--- config.mk ---
export PLATFORM = sky130hd
export DESIGN_NAME = ram_n
export DESIGN_NICKNAME = d
export VERILOG_FILES = /design/src/rtl/ram_pkg.sv /design/src/rtl/ram_word.sv /design/src/rtl/ram_n.sv
export SDC_FILE = /design/constraint.sdc
export NUM_CORES = 1
export LEC_CHECK = 0
export ABC_CLOCK_PERIOD_IN_PS = 1800
export CORE_ASPECT_RATIO = 0.6
export CORE_MARGIN = 5
export CORE_UTILIZATION = 42
export DETAILED_ROUTE_END_ITERATION = 6
export PLACE_DENSITY = 0.7
export SYNTH_ARGS = -nofsm -noshare
export SYNTH_HDL_FRONTEND = slang
export SYNTH_SLANG_ARGS = --single-unit
--- constraint.sdc ---
create_clock -name clk -period 1.8 [get_ports clk]
set_clock_uncertainty 0.05 [all_clocks]
set_input_delay 0.18 -clock clk [delete_from_list [all_inputs] [get_ports clk]]
set_output_delay 0.18 -clock clk [all_outputs]
set_load 0.03 [all_outputs]
--- src/rtl/ram_pkg.sv ---
// Shared definitions for the ram_n memory block:
// default geometry and the sweep FSM state encoding.
package ram_pkg;

    localparam int WIDTH_DEF  = 16;
    localparam int ADDR_W_DEF = 3;

    typedef enum logic {
        IDLE  = 1'b0,
        CLEAR = 1'b1
    } state_t;

endpackage

--- src/rtl/ram_word.sv ---
// One storage word: WIDTH-bit register with load enable.
// Ports: clk, rst_n (async clear), load, d -> q.
module ram_word #(
    parameter int WIDTH = 16
) (
    input  logic             clk,
    input  logic             rst_n,
    input  logic             load,
    input  logic [WIDTH-1:0] d,
    output logic [WIDTH-1:0] q
);

    always_ff @(posedge clk or negedge rst_n) begin
        if (!rst_n) begin
            q <= '0;
        end else if (load) begin
            q <= d;
        end
    end

endmodule

--- src/rtl/ram_n.sv ---
// DEPTH x WIDTH register RAM, 1-cycle write-first read,
// plus a DEPTH-cycle clear sweep.
// Ports: clk, rst_n; wr_en/wr_addr/wr_data write port;
// rd_en/rd_addr -> rd_data/rd_valid read port;
// clr_start starts a sweep, busy flags it.
module ram_n
    import ram_pkg::*;
#(
    parameter int WIDTH  = WIDTH_DEF,
    parameter int ADDR_W = ADDR_W_DEF
) (
    input  logic              clk,
    input  logic              rst_n,
    input  logic              wr_en,
    input  logic [ADDR_W-1:0] wr_addr,
    input  logic [WIDTH-1:0]  wr_data,
    input  logic              rd_en,
    input  logic [ADDR_W-1:0] rd_addr,
    output logic [WIDTH-1:0]  rd_data,
    output logic              rd_valid,
    input  logic              clr_start,
    output logic              busy
);

    localparam int DEPTH = 1 << ADDR_W;
    localparam logic [ADDR_W-1:0] LAST = ADDR_W'(DEPTH - 1);

    state_t            state;
    state_t            state_nx;
    logic [ADDR_W-1:0] cnt;
    logic [ADDR_W-1:0] cnt_nx;

    // Effective write for this edge: either the user
    // port (IDLE) or the sweep zeroing mem[cnt] (CLEAR).
    logic              we;
    logic [ADDR_W-1:0] wa;
    logic [WIDTH-1:0]  wd;

    logic [WIDTH-1:0]  q [DEPTH];
    logic [WIDTH-1:0]  rd_next;

    always_comb begin
        state_nx = state;
        cnt_nx   = cnt;
        we       = 1'b0;
        wa       = wr_addr;
        wd       = wr_data;
        unique case (state)
            IDLE: begin
                we = wr_en;
                if (clr_start) begin
                    state_nx = CLEAR;
                    cnt_nx   = '0;
                end
            end
            CLEAR: begin
                we = 1'b1;
                wa = cnt;
                wd = '0;
                if (cnt == LAST) begin
                    state_nx = IDLE;
                end else begin
                    cnt_nx = cnt + 1'b1;
                end
            end
            default: begin
                state_nx = IDLE;
            end
        endcase
    end

    for (genvar i = 0; i < DEPTH; i++) begin : g_word
        ram_word #(
            .WIDTH (WIDTH)
        ) u_word (
            .clk   (clk),
            .rst_n (rst_n),
            .load  (we && (wa == ADDR_W'(i))),
            .d     (wd),
            .q     (q[i])
        );
    end

    // Write-first bypass: a read hitting this edge's
    // write sees the incoming data.
    always_comb begin
        rd_next = q[rd_addr];
        if (we && (wa == rd_addr)) begin
            rd_next = wd;
        end
    end

    always_ff @(posedge clk or negedge rst_n) begin
        if (!rst_n) begin
            state    <= IDLE;
            cnt      <= '0;
            rd_data  <= '0;
            rd_valid <= 1'b0;
        end else begin
            state    <= state_nx;
            cnt      <= cnt_nx;
            rd_valid <= rd_en;
            if (rd_en) begin
                rd_data <= rd_next;
            end
        end
    end

    assign busy = (state == CLEAR);

endmodule

==> results.ini, run 1 <==
[timing]
setup_viol = 0
slew_violations = 0
relSlewSlack_pct = 68.4
hold_viol_final = 0
tightest_slew_ns = 0.474
tns_ns = 0
finalCriticalPeriod_ns = 1.75
layout_setup_ws_ns = 0.0525
fmax_mhz = 572
layout_worst_path_cycle_share_pct = 97.1

[global_routing]
grt_max_degree = 48
antenna_found_initial = 0
grt_pass1_vias = 5024
grt_overflow = 0
grt_usage_pct = 18.8
grt_pass1_wl_mm = 27.2

[setup_path]
cp.depth = 1
slowest_delay_ns = 0.71
reg2reg_to = g_word[1].u_word.q[15]
required_ns = 1.57
start_kind = flip-flop
crit_family = buffers and inverters
crit_chain = clkdlybuf4s50_1
end_kind = output port
slowest_stage = clkdlybuf4s50_1
critPathBufInv = 1
rr_startpoint = busy
r2r_cells = 8
critPathKind = reg -> out
worstPathArrival_ns = 1.52
path_max_fanout = 2
r2r_slack_ns = 0.06
critPathLaunch = rd_data[10]
crit_end = rd_data[10]

[logic_synthesis]
synth.distinct_cells = 33
ys_warn_count = 0
synth_top_area_share_pct = 56.0
yosys_register_bits = 149
yosys.area.top_type = dfrtp_1
synthTopCellsByArea = dfrtp_1 56%, mux4_2 11%, o21ai_0 9.8%
syn_nets = 610
syn_avg_cell_area_um2 = 11.5
seq_area_frac_synth_pct = 56.0
synthCells = 581
syn-cell-area_um2 = 6660

[route]
dr.pass1.iters = 4
drcViolationCount = 0
ant_nets = 0
wl_per_cell_um = 19.9
wl_mm = 17.1
dr.first_iter.drc_count = 356
vias = 4812
viasPerCell = 5.59

[layout]
fillers = 1291
synthToLayoutAreaGrowth_pct = 24.3
final_cell_mix = 148 x dfrtp_1, 147 x nand2_1, 128 x o21ai_0
layout.cells.non_filler = 861
final_common_cell = dfrtp_1
nets = 674
final_layout_size_suffix_gt1_share_pct = 20.1
diodes = 0
final_util_pct = 53.5
ff_latch_area_um2 = 3730
multi_input_area_um2 = 2730
final_area_um2 = 8280

[clock_network]
cts_buffers = 17
path_clk_slew_ns = 0.07
clock-sinks = 149
cts_tree = built
clock-root-buffer = clkbuf_16
htreeDepth = 4
clock_path_buffers = 2
clock_latency_ns = 0.42

[status]
status = complete, no violations

[placement]
dpl_cell_area_um2 = 7600
dp_hpwl_mm = 10.9
gp_congestion = 0.795
post-place-ws_ns = -0.151
dp.cells = 822
port_buffers = 44

[min_path]
hold_path_class = in -> async

[power]
leakage_nw = 3.58
ir_drop_mv = 0.880
p_per_area_nw_per_um2 = 1720

[floorplanning]
die_area_um2 = 18600
start_util_pct = 43.1
die_y_um = 108
core_um2 = 15500
die_w_um = 173
rows = 35
num_io_pins = 45

[job]
cap_violations = 0

flip-flops by register name, indices dropped and copies added (netlist names):
signal and count:
rd_data 16, g_word.u_word.q 128, rd_valid 1, cnt 3
busy 1
worst register-to-register path, stage by stage, from the launching register on:
cell and delay [ns]:
dfrtp_2 0.46, buf_4 0.18, nor3b_2 0.18, buf_4 0.15, o211ai_1 0.09, buf_4 0.18, clkbuf_16 0.17, nand2_1 0.07
o21ai_0 0.09
kinds of logic (layout without fill, tap and decap cells):
kind of cell / after synthesis / count (layout) / synth area share [%]
AOI/OAI and AO/OA: 158 / 158 / 14.7
xor gates and xnor gates: 5 / 5 / 0.883
adders and majority gates: 2 / 2 / 0.376
buffers and inverters: 42 / 119 / 3.04
DFF: 149 / 149 / 56.0
muxes: 53 / 53 / 14.3
and+or+nand+nor: 172 / 172 / 10.7
metrics by stage:
step	power, mW	hold WS (ns)
6_report	14.2	0.214
5_1_grt	15.0	0.259
4_1_cts	14.1	0.223
3_5_place_dp	10.5	0.106
3_3_place_gp	10.2	0.0963
2_1_floorplan	8.38	-0.166
power breakdown:
part           switching, mW  leakage [nW]  internal, mW
sequential             0.741          2.03          4.56
clock                   1.44         0.290          2.13
combinational           3.10          1.26          2.25
synth_stat cells, drive strengths merged:
library cell,count
mux4,32
o211ai,8
and2,1
ha,2
nand2,147
nand2b,18
a21oi,1
mux2i,18
xnor2,5
clkinv,1
inv,1
nor2b,2
o22ai,1
and3b,1
clkbuf,15
nor2,1
nand4,1
a31o,1
o21ai,130
a22o,1
nor3b,1
buf,25
mux2,3
o221ai,16
dfrtp,149
repair_timing:
item,4_1_cts,5_1_grt
resized for setup,1,7
endpoints found under the hold margin,43,0
hold buffers,1,0
endpoints found under the setup margin,2,34
gates cloned,0,2
buffers inserted,0,4
pin swaps,0,1
per-layer routing:
metal	vias to the layer above	wire length, um	global-route usage (%)
met4	0	194	4.86
met3	22	958	5.12
met2	138	8160	30.2
met1	2467	7830	25.6
li1	2185	-	-
met5	-	0	0
area by class of cell:
cell class | count | share of cell area (%)
clock inverters | 13 | 1.77
clock buffers | 19 | 5.47
flip-flops and latches | 149 | 45.1
well taps | 203 | 3.07
repair buffers | 85 | 11.5
multi-input cells | 390 | 33.0
inverters | 2 | 0.0907
worst min path at each step:
stage | start | end | slack (ns) | depth (start not counted)
after CTS | rst_n | g_word[1].u_word.q[2] | 0.22 | 2
after global placement | rst_n | g_word[1].u_word.q[2] | 0.1 | 1
after floorplan | rst_n | busy | -0.17 | 0
final | rst_n | g_word[0].u_word.q[14] | 0.21 | 2
after global routing | rst_n | g_word[0].u_word.q[14] | 0.26 | 2
after detailed placement | rst_n | g_word[0].u_word.q[14] | 0.11 | 1
Power figures use the tool's default switching activity.
==> inputs of run 2 (changes only) <==
- CORE_ASPECT_RATIO: 0.6 -> 2
==> results.ini, run 2 (synthesis results as in run 1) <==
[route]
dr.first_iter.drc_count = 335  ; -5.9%
dr.pass1.iters = 4  ; unchanged
wl_mm = 17.9  ; +4.3%
ant_nets = 0  ; unchanged
vias = 4897  ; +1.8%
drcViolationCount = 0  ; unchanged
wl_per_cell_um = 20.7  ; +4.2%
viasPerCell = 5.68  ; +1.6%

[clock_network]
clock_path_buffers = 2  ; unchanged
cts_buffers = 17  ; unchanged
htreeDepth = 4  ; unchanged
clock-sinks = 149  ; unchanged
clock_latency_ns = 0.43  ; about the same
cts_tree = built
path_clk_slew_ns = 0.06  ; about the same
clock-root-buffer = clkbuf_16

[layout]
final_common_cell = dfrtp_1
synthToLayoutAreaGrowth_pct = 25.9
final_cell_mix = 148 x dfrtp_1, 147 x nand2_1, 126 x o21ai_0
fillers = 1299  ; +0.62%
largest_reg_flops = 128  ; unchanged
nets = 677  ; +0.45%
top_register = g_word.u_word.q
final_layout_size_suffix_gt1_share_pct = 20.4  ; +0.36 points
diodes = 0  ; unchanged
reg_top3 = g_word.u_word.q x128, rd_data x16, cnt x3

[setup_path]
r2r_cells = 6  ; -2
worstPathArrival_ns = 2.02  ; +0.50 ns
path_max_fanout = 16  ; +14
critPathKind = reg -> reg
required_ns = 2.04  ; +0.47 ns
end_kind = flip-flop
r2r_slack_ns = 0.02  ; -0.04 ns
start_kind = flip-flop

[floorplanning]
core_um2 = 15700  ; +1.5%
die_w_um = 99.0  ; -43%
die_area_um2 = 18600  ; +0.37%
num_io_pins = 45  ; unchanged
start_util_pct = 42.4  ; -0.65 points
die_y_um = 188  ; +75%
rows = 65  ; +86%

[global_routing]
grt_usage_pct = 19.4  ; +0.57 points
grt_pass1_vias = 5265  ; +4.8%
grt_overflow = 0  ; unchanged
grt_pass1_wl_mm = 27.5  ; +1.2%
antenna_found_initial = 0  ; unchanged
grt_max_degree = 47  ; -2.1%

[placement]
gp_congestion = 0.805  ; +1.3%
port_buffers = 44  ; unchanged
dp_hpwl_mm = 11.1  ; +1.8%

[power]
ir_drop_mv = 0.936  ; +6.4%
p_per_area_nw_per_um2 = 1750  ; +1.7%
report.power.total_mw = 14.6  ; +3.0%
leakage_nw = 3.64  ; +1.7%

[timing]
rsz0062_at_grt = yes
tightest_slew_ns = 0.418  ; -0.0558 ns
slew_violations = 0  ; unchanged
tns_ns = 0  ; unchanged
layout_worst_path_cycle_share_pct = 99.0  ; +1.9 points
setup_viol = 0  ; unchanged
fmax_mhz = 561  ; -1.9%
hold_viol_final = 0  ; unchanged
relSlewSlack_pct = 72.1  ; +3.7 points
finalCriticalPeriod_ns = 1.78  ; +0.0338 ns

[job]
cap_violations = 0  ; unchanged

[status]
status = complete, no violations

[min_path]
hold_path_class = in -> async

[run 2: cell types whose count changed in the layout (fill, tap and decap cells not counted), sizes merged, moves of 2 or more]
cell           previous run  this run
buf                      40        43
clkinv                    7         3
clkdlybuf4s50            41        39
inv                       4         6
[run 2: stage by stage]
| stage | worst slack (ns) | std cells | hold slack, ns | utilization, % | cell area (um2) |
|---|---|---|---|---|---|
| global placement | -0.156 | 818 | 0.0609 | 48.3 | 7580 |
| finish | 0.0187 | 862 | 0.188 | 53.4 | 8380 |
| floorplan | 0.0869 | 581 | -0.166 | - | 6660 |
| global route | -0.0470 | 862 | 0.220 | 53.4 | 8380 |
| CTS | -0.0241 | 854 | 0.203 | 52.5 | 8240 |
| detailed placement | -0.168 | 818 | 0.0718 | 48.3 | 7580 |
[run 2: layer usage]
metal / global-route usage (%) / vias up / share of wire (%)
met4: 10.2 / 0 / 5.0
met3: 4.54 / 56 / 4.5
met2: 35.4 / 174 / 55
met1: 20.0 / 2480 / 35
met5: 0 / - / 0
li1: - / 2187 / -
[run 2: layout make-up]
class / count / area, um2 / share of cell area (%)
multi-input cells: 390 / 2760 / 32.9
well taps: 201 / 251 / 3.00
inverters: 2 / 7.51 / 0.0895
clock buffers: 19 / 443 / 5.28
repair buffers: 88 / 1020 / 12.2
clock inverters: 13 / 170 / 2.03
flip-flops and latches: 149 / 3730 / 44.5
[run 2: critical path: stages (launching register included)]
cell and delay, ns:
dfrtp_2 0.48, mux2_4 0.34, buf_4 0.16, o211ai_1 0.10
buf_4 0.20, buf_8 0.18, o21ai_0 0.11
[run 2: repair_timing]
action / 4_1_cts / 5_1_grt
endpoints found under the hold margin: 72 / 0
pin swaps: 1 / 2
buffers inserted: 3 / 5
resized for setup: 2 / 18
gates cloned: 0 / 3
endpoints found under the setup margin: 7 / 87
hold buffers: 1 / 0
[run 2: power breakdown]
group          internal, mW  switching, mW
registers              4.56          0.778
clock network          2.24           1.46
logic                  2.41           3.20
total                  9.21           5.44
[run 2: worst paths after layout]
kind	end	startpoint
min in group clk	rd_valid	rd_en
setup / recovery	g_word[2].u_word.q[6]	busy
hold / removal	rd_data[1]	rst_n
setup reg to reg	g_word[2].u_word.q[6]	busy
max in group asynchronous	g_word[3].u_word.q[11]	rst_n
hold reg to reg	g_word[4].u_word.q[14]	g_word[4].u_word.q[14]
